**src/rtl/header_insert.sv**
```systemverilog
// header_insert: transmit framer emitting PAIRS preamble pairs,
// then a length-announced payload, then GAP idle bytes.
module header_insert #(
  parameter int unsigned PAIRS     = 5,
  parameter logic [7:0]  HDR_A     = 8'h55,
  parameter logic [7:0]  HDR_B     = 8'hD5,
  parameter logic [7:0]  IDLE_BYTE = 8'h00,
  parameter int unsigned GAP       = 2
) (
  input  logic       clk_i,
  input  logic       rst_i,
  input  logic       start_i,
  input  logic [7:0] len_i,
  input  logic [7:0] s_data_i,
  input  logic       s_valid_i,
  output logic       s_ready_o,
  output logic [7:0] dout_o,
  output logic       dout_vld_o,
  output logic       busy_o,
  output logic       done_o,
  output logic       err_o
);

  localparam logic [1:0] S_IDLE = 2'd0;
  localparam logic [1:0] S_HDR  = 2'd1;
  localparam logic [1:0] S_PAY  = 2'd2;
  localparam logic [1:0] S_GAPS = 2'd3;

  // Index of the final HDR_B and of the final gap edge.
  localparam logic [4:0] HDR_LAST = 5'(2 * PAIRS - 1);
  localparam logic [3:0] GAP_LAST = 4'(GAP - 1);

  logic [1:0] state_q, state_d;
  logic [7:0] len_q, len_d;
  logic [4:0] hidx_q, hidx_d;
  logic [7:0] pcnt_q, pcnt_d;
  logic [3:0] gcnt_q, gcnt_d;
  logic [7:0] dout_q, dout_d;
  logic       vld_q, vld_d;
  logic       done_q, done_d;
  logic       err_q, err_d;
  logic [7:0] pcnt_nxt;

  // Next-state and next-output logic; outputs default to idle.
  always_comb begin
    state_d  = state_q;
    len_d    = len_q;
    hidx_d   = hidx_q;
    pcnt_d   = pcnt_q;
    gcnt_d   = gcnt_q;
    dout_d   = IDLE_BYTE;
    vld_d    = 1'b0;
    done_d   = 1'b0;
    err_d    = 1'b0;
    pcnt_nxt = pcnt_q + 8'd1;
    case (state_q)
      S_IDLE: begin
        if (start_i) begin
          if (len_i != 8'd0) begin
            state_d = S_HDR;
            len_d   = len_i;
            hidx_d  = 5'd1;
            pcnt_d  = 8'd0;
            gcnt_d  = 4'd0;
            dout_d  = HDR_A;
            vld_d   = 1'b1;
          end else begin
            err_d = 1'b1;
          end
        end
      end
      S_HDR: begin
        dout_d = hidx_q[0] ? HDR_B : HDR_A;
        vld_d  = 1'b1;
        if (hidx_q == HDR_LAST) begin
          state_d = S_PAY;
          hidx_d  = 5'd0;
        end else begin
          hidx_d = hidx_q + 5'd1;
        end
      end
      S_PAY: begin
        // s_ready is high throughout PAY, so s_valid alone is the handshake.
        if (s_valid_i) begin
          dout_d = s_data_i;
          vld_d  = 1'b1;
          pcnt_d = pcnt_nxt;
          if (pcnt_nxt == len_q) begin
            state_d = S_GAPS;
            gcnt_d  = 4'd0;
          end
        end
      end
      S_GAPS: begin
        if (gcnt_q == GAP_LAST) begin
          state_d = S_IDLE;
          gcnt_d  = 4'd0;
          done_d  = 1'b1;
        end else begin
          gcnt_d = gcnt_q + 4'd1;
        end
      end
      default: state_d = S_IDLE;
    endcase
  end

  // State and registered outputs; reset aborts any frame in flight.
  always_ff @(posedge clk_i) begin
    if (rst_i) begin
      state_q <= S_IDLE;
      len_q   <= 8'd0;
      hidx_q  <= 5'd0;
      pcnt_q  <= 8'd0;
      gcnt_q  <= 4'd0;
      dout_q  <= IDLE_BYTE;
      vld_q   <= 1'b0;
      done_q  <= 1'b0;
      err_q   <= 1'b0;
    end else begin
      state_q <= state_d;
      len_q   <= len_d;
      hidx_q  <= hidx_d;
      pcnt_q  <= pcnt_d;
      gcnt_q  <= gcnt_d;
      dout_q  <= dout_d;
      vld_q   <= vld_d;
      done_q  <= done_d;
      err_q   <= err_d;
    end
  end

  assign s_ready_o  = (state_q == S_PAY);
  assign busy_o     = (state_q != S_IDLE);
  assign dout_o     = dout_q;
  assign dout_vld_o = vld_q;
  assign done_o     = done_q;
  assign err_o      = err_q;

endmodule

```
**config.mk**
```make
export PLATFORM = sky130hd
export DESIGN_NAME = header_insert
export DESIGN_NICKNAME = d
export VERILOG_FILES = /design/src/rtl/header_insert.sv
export SDC_FILE = /design/constraint.sdc
export NUM_CORES = 1
export LEC_CHECK = 0
export BUFFER_PORTS_ARGS = -buffer_cell sky130_fd_sc_hd__buf_2
export CAP_MARGIN = 30
export CORE_MARGIN = 3
export CORE_UTILIZATION = 52
export DETAILED_ROUTE_END_ITERATION = 10
export PLACE_DENSITY = 0.82
export RECOVER_POWER = 50
export SKIP_LAST_GASP = 1
export SLEW_MARGIN = 5
export SYNTH_ARGS = -nofsm -noshare
export SYNTH_HDL_FRONTEND = slang
export SYNTH_SLANG_ARGS = --single-unit
```
**constraint.sdc**
```tcl
create_clock -name clk_i -period 2.6 [get_ports clk_i]
set_input_delay 0.13 -clock clk_i [delete_from_list [all_inputs] [get_ports clk_i]]
set_output_delay 0.13 -clock clk_i [all_outputs]
set_load 0.02 [all_outputs]
```
==> Word level (Yosys, flattened, before mapping) <==
Cells that the tools add are included.
{ "totals": {"regBits": 38, "input_bits": 20, "output_inout_bits": 13, "word_cells": 72} }
{ "op_classes": {"add_sub_neg": 3, "n_eq_ne": 12, "mux": 32, "bitwise": 3, "n_reduce_logical": 13} }
{ "ops": {"columns": ["operator", "n"], "rows": [
  ["8-bit 2-to-1 mux", 5],
  ["8-bit one-hot mux with 3 select lines", 1],
  ["4-bit 2-to-1 mux", 5],
  ["8-bit one-hot mux with 2 select lines", 1],
  ["5-bit 2-to-1 mux", 3],
  ["7-bit 2-to-1 mux", 2],
  ["2-bit 2-to-1 mux", 6],
  ["4-bit one-hot mux with 3 select lines", 1],
  ["2-bit inequality test (second input constant)", 5],
  ["5-bit one-hot mux with 2 select lines", 1],
  ["8-bit by 1-bit adder with 8-bit output (second input constant)", 1],
  ["8-bit == test", 1],
  ["2-bit one-hot mux with 4 select lines", 1],
  ["8-bit nonzero test", 1],
  ["3-bit AND reduction", 2],
  ["6-bit AND reduction", 1],
  ["2-bit nonzero test", 3],
  ["5-bit by 1-bit adder with 5-bit output (second input constant)", 1],
  ["5-bit by 4-bit == test with 1-bit output (second input constant)", 1],
  ["1-bit 2-to-1 mux", 5],
  ["5-bit AND reduction", 1],
  ["4-bit by 1-bit adder with 4-bit output (second input constant)", 1],
  ["2-bit == test (second input constant)", 2],
  ["4-bit by 1-bit == test with 1-bit output (second input constant)", 1],
  ["9 further kinds", 11]
]} }

==> Longest topological paths before layout <==
{ "logic_depth": {"word_depth": 5, "mapped_depth": 10, "ltp_nobuf": 8} }

==> Worst setup path before layout <==
No wires, ideal clock.
{ "synth_timing": {"kind": "reg-to-reg", "start": "register pcnt_q[0]", "end": "register gcnt_q[0]", "setup_time_ps": 121, "t_arrival_ps": 2233, "slack_ps": 245, "stages_incl_launch_ff": 8, "path_cell_list": "dfxtp_1 ha_1 clkbuf_1 xnor2_1 o21ai_0 o31a_1 or4_4 mux2_4"} }
{ "synth_via": {"elab_chain_cells": 4} }
{ "synth_rtl": {"columns": ["item", "line", "rtl"], "rows": [
  ["start, declared", "36", "logic [7:0] pcnt_q, pcnt_d;"],
  ["start signal, assigned", "123", "pcnt_q <= pcnt_d;"],
  ["8-bit by 1-bit adder with 8-bit output", "55", "pcnt_nxt = pcnt_q + 8'd1;"],
  ["8-bit == test", "88", "if (pcnt_nxt == len_q) begin"],
  ["2-bit by 1-bit inequality test with 1-bit output (no line)", null, null],
  ["5-bit AND reduction (no line)", null, null],
  ["end signal, assigned", "124", "gcnt_q <= gcnt_d;"],
  ["end, declared", "37", "logic [3:0] gcnt_q, gcnt_d;"]
]} }
Every way passes these cells.
A chain may end at the register's enable or synchronous reset.

==> Worst setup path in the final report <==
{ "layout_timing": {"start": "register pcnt_q[0]", "end": "register gcnt_q[1]"} }
Same word-level chain as after synthesis.

==> impl_results.md <==
* IO buf count at 32
* Drt total wl at 4210 microns
* Final Cycle Share at 92.5%
* Fin. max-slew vios at 0
* Cells after Synth at 232
* Post-CTS Resized at 0
* Clk Tree Root Cell: clkbuf_8
* WP data required at 2.79 ns
* Post-CTS Setup Inserts at 0
* CP max stage delay at 0.54 ns
* CTS Buf Count at 5
* Worst Path Arrival at 2.60 ns
* Core Box Area at 0.00349 sq mm
* CP Launch Type: flop
* Largest delay share family, worst path: simple AND/OR/NAND/NOR gates
* R2R setup slack at 0.19 ns
* Gr ovfl total at 0
* Routed wire length per instance at 13.7 microns
* Seq/Total Area, Yosys at 38.2%
* Synth Cell Area at 0.00199 sq mm
* First-pass GRT wire length at 7210 microns
* Row cnt at 21
* Most Crowded Layer GR: met2
* GRT Total Usage at 21.0%
* Critical path peak fanout at 10
* Synth Register Bits at 38
* Clock sink total at 38
* Ys Warns at 0
* Post-DP HPWL at 3010 microns
* Crit-path slowest cell: or4_4
* Slew @ Worst Pin at 0.609 ns
* Starting Density at 56.9%
* Number of flops mapped to enable cells by yosys at 0
* Width of the die at 67.9 microns
* P_leak at 0.880 nW
* Met1 Use GR at 28.8%
* Flip-flop and latch area at 761 sq um
* Syn nets at 261
* Pre-Repair DR Iteration Count at 4
* CP bufs+invs at 1
* RSZ-0062 raised after global routing: false
* Chip height at 67.9 microns
* Initial DRC Count at 83
* PwrDens at 859 mW/mm^2
* I/O pins at 33
* Vias at 1735
* Synth Flop Type: dfxtp_1
* Nets at 290
* Antenna Nets Post-Route at 0
* Min-Delay Path Class: primary input to flop
* Fmax achieved at 416 MHz
* CTS Hold Bufs at 0
* Die area at 0.00460 sq mm
* GR Util met2 at 30.5%
* Setup CP Type: flop to flop
* TritonCTS clock tree: built
* Ys async rst share at 0%
* Vias in the first global route at 1609
* Initial antenna violation count at 0
* Diodes inserted at 0
* Placer Congestion at 0.880
* Multi-input logic area at 0.00115 sq mm
* Clk_skew at 0.00671 ns
* Setup violations, final at 0
* Outcome: complete, no violations
* Clock H-tree levels at 2
* Via/cell ratio at 5.63
* Worst reg2reg path depth at 7
* M3 GR Usage at 5.75%
* Crit end category: flop
* Final core utilization at 64.6%
* Hold Fails Final Rpt at 0
* Worst skew pair latency at 0.30 ns
* Fillers at 319
* Synth-to-layout area growth at 13.5%
* Setup TNS at 0 ns
* Max Cap Viol at 0
* Clk pin slew, worst setup/hold paths at 0.08 ns
* Worst path depth at 7
* Clock Path Buffers at 2
* IR drop worst, VDD at 635 uV
* DRC Markers at 0
* Largest net degree at the start of global routing at 37
* Hold path depth at 2
* Final worst path period need at 2.41 ns
* Post-Syn Area per Cell at 8.58 sq um
* Rel. slew slack at 59.4%
* Crit-path cells: ha_1 -> buf_4 -> xnor2_1 -> o21ai_0 -> o31a_1 -> or4_4 -> mux2_4
* Netlist cell types at 47
* Share of layout cells above drive strength 1 at 13.4%
worst reg2reg max path: stages (launching register included):
cell and delay, ns:
dfxtp_1 0.46, ha_1 0.21, buf_4 0.17, xnor2_1 0.12
o21ai_0 0.13, o31a_1 0.35, or4_4 0.54, mux2_4 0.31
area by class of cell:
type	count	share of cell area (%)
flip-flops and latches	38	33.7
well taps	46	2.55
inverters	7	1.16
clock buffers	6	3.21
clock inverters	2	1.66
multi-input cells	175	50.9
repair buffers	34	6.87
per-stage QoR:
stage | cell area (sq um) | setup slack (ns) | instances | hold slack, ns | total power, mW
finish | 2260 | 0.194 | 308 | 0.0520 | 1.94
global route | 2260 | 0.0517 | 308 | 0.0596 | 2.07
CTS | 2280 | 0.194 | 308 | 0.0459 | 1.97
detailed placement | 2170 | 0.278 | 300 | 0.362 | 1.46
global placement | 2170 | 0.320 | 300 | 0.362 | 1.45
floorplan | 1990 | 0.245 | 232 | 0.270 | 1.28
per-layer routing:
layer  up-vias  part of all wire (%)
li1        885                     -
met2        54                    43
met3         8                   6.9
met5         -                     0
met4         0                   2.3
met1       788                    48
final timing paths:
| kind | start | end |
|---|---|---|
| worst max-delay path | pcnt_q[0] | gcnt_q[1] |
| worst min-delay path | s_data_i[1] | dout_o[1] |
| worst max register to register | pcnt_q[0] | gcnt_q[1] |
| worst min register to register | len_q[0] | len_q[0] |
layout by cell type, fill, tap and decap left out, types with 5 or more instances in the layout:
| master | instances |
|---|---|
| dfxtp_1 | 38 |
| nor2_1 | 25 |
| a21oi_1 | 22 |
| buf_2 | 19 |
| nand2_1 | 15 |
| clkbuf_1 | 15 |
| mux2i_1 | 9 |
| o21ai_0 | 9 |
| xnor2_1 | 9 |
| ha_1 | 9 |
| inv_1 | 7 |
| nand3_1 | 7 |
| nand2b_1 | 6 |
| nor3_1 | 5 |
| clkbuf_8 | 5 |
cell families after synthesis:
kind of cell / share of synthesized area (%)
mux: 6.04
flops: 38.2
fa+ha+maj: 5.66
simple gates: 25.0
buf+inv: 4.03
compound gates: 15.7
xor+xnor: 5.28
power breakdown:
part / switching [mW] / internal [mW]
clock network: 0.213 / 0.286
logic: 0.446 / 0.273
registers: 0.0589 / 0.662
flip-flops by register name, summed over array words and instances, names as in the netlist:
register and cells:
done_o 1, dout_o 8, dout_vld_o 1, err_o 1
gcnt_q 4, hidx_q 5, len_q 8, pcnt_q 8
state_q 2
synth_stat cells (all sizes together), types with 3 or more instances:
cell type / n / area, sq um
a21o: 3 / 22.5
and3: 4 / 25.0
mux2i: 9 / 90.1
inv: 7 / 26.3
nor3: 5 / 25.0
nor3b: 3 / 22.5
nand2b: 6 / 37.5
nor2b: 3 / 18.8
nand2: 15 / 56.3
a21oi: 22 / 110
ha: 9 / 113
dfxtp: 38 / 761
nor2: 26 / 100
or4: 5 / 41.3
nand4: 4 / 25.0
xor2: 3 / 26.3
clkbuf: 10 / 37.5
nand3: 7 / 35.0
xnor2: 9 / 78.8
a22oi: 3 / 22.5
nor4: 3 / 18.8
o21ai: 10 / 50.0
Power figures use the tool's default switching activity.
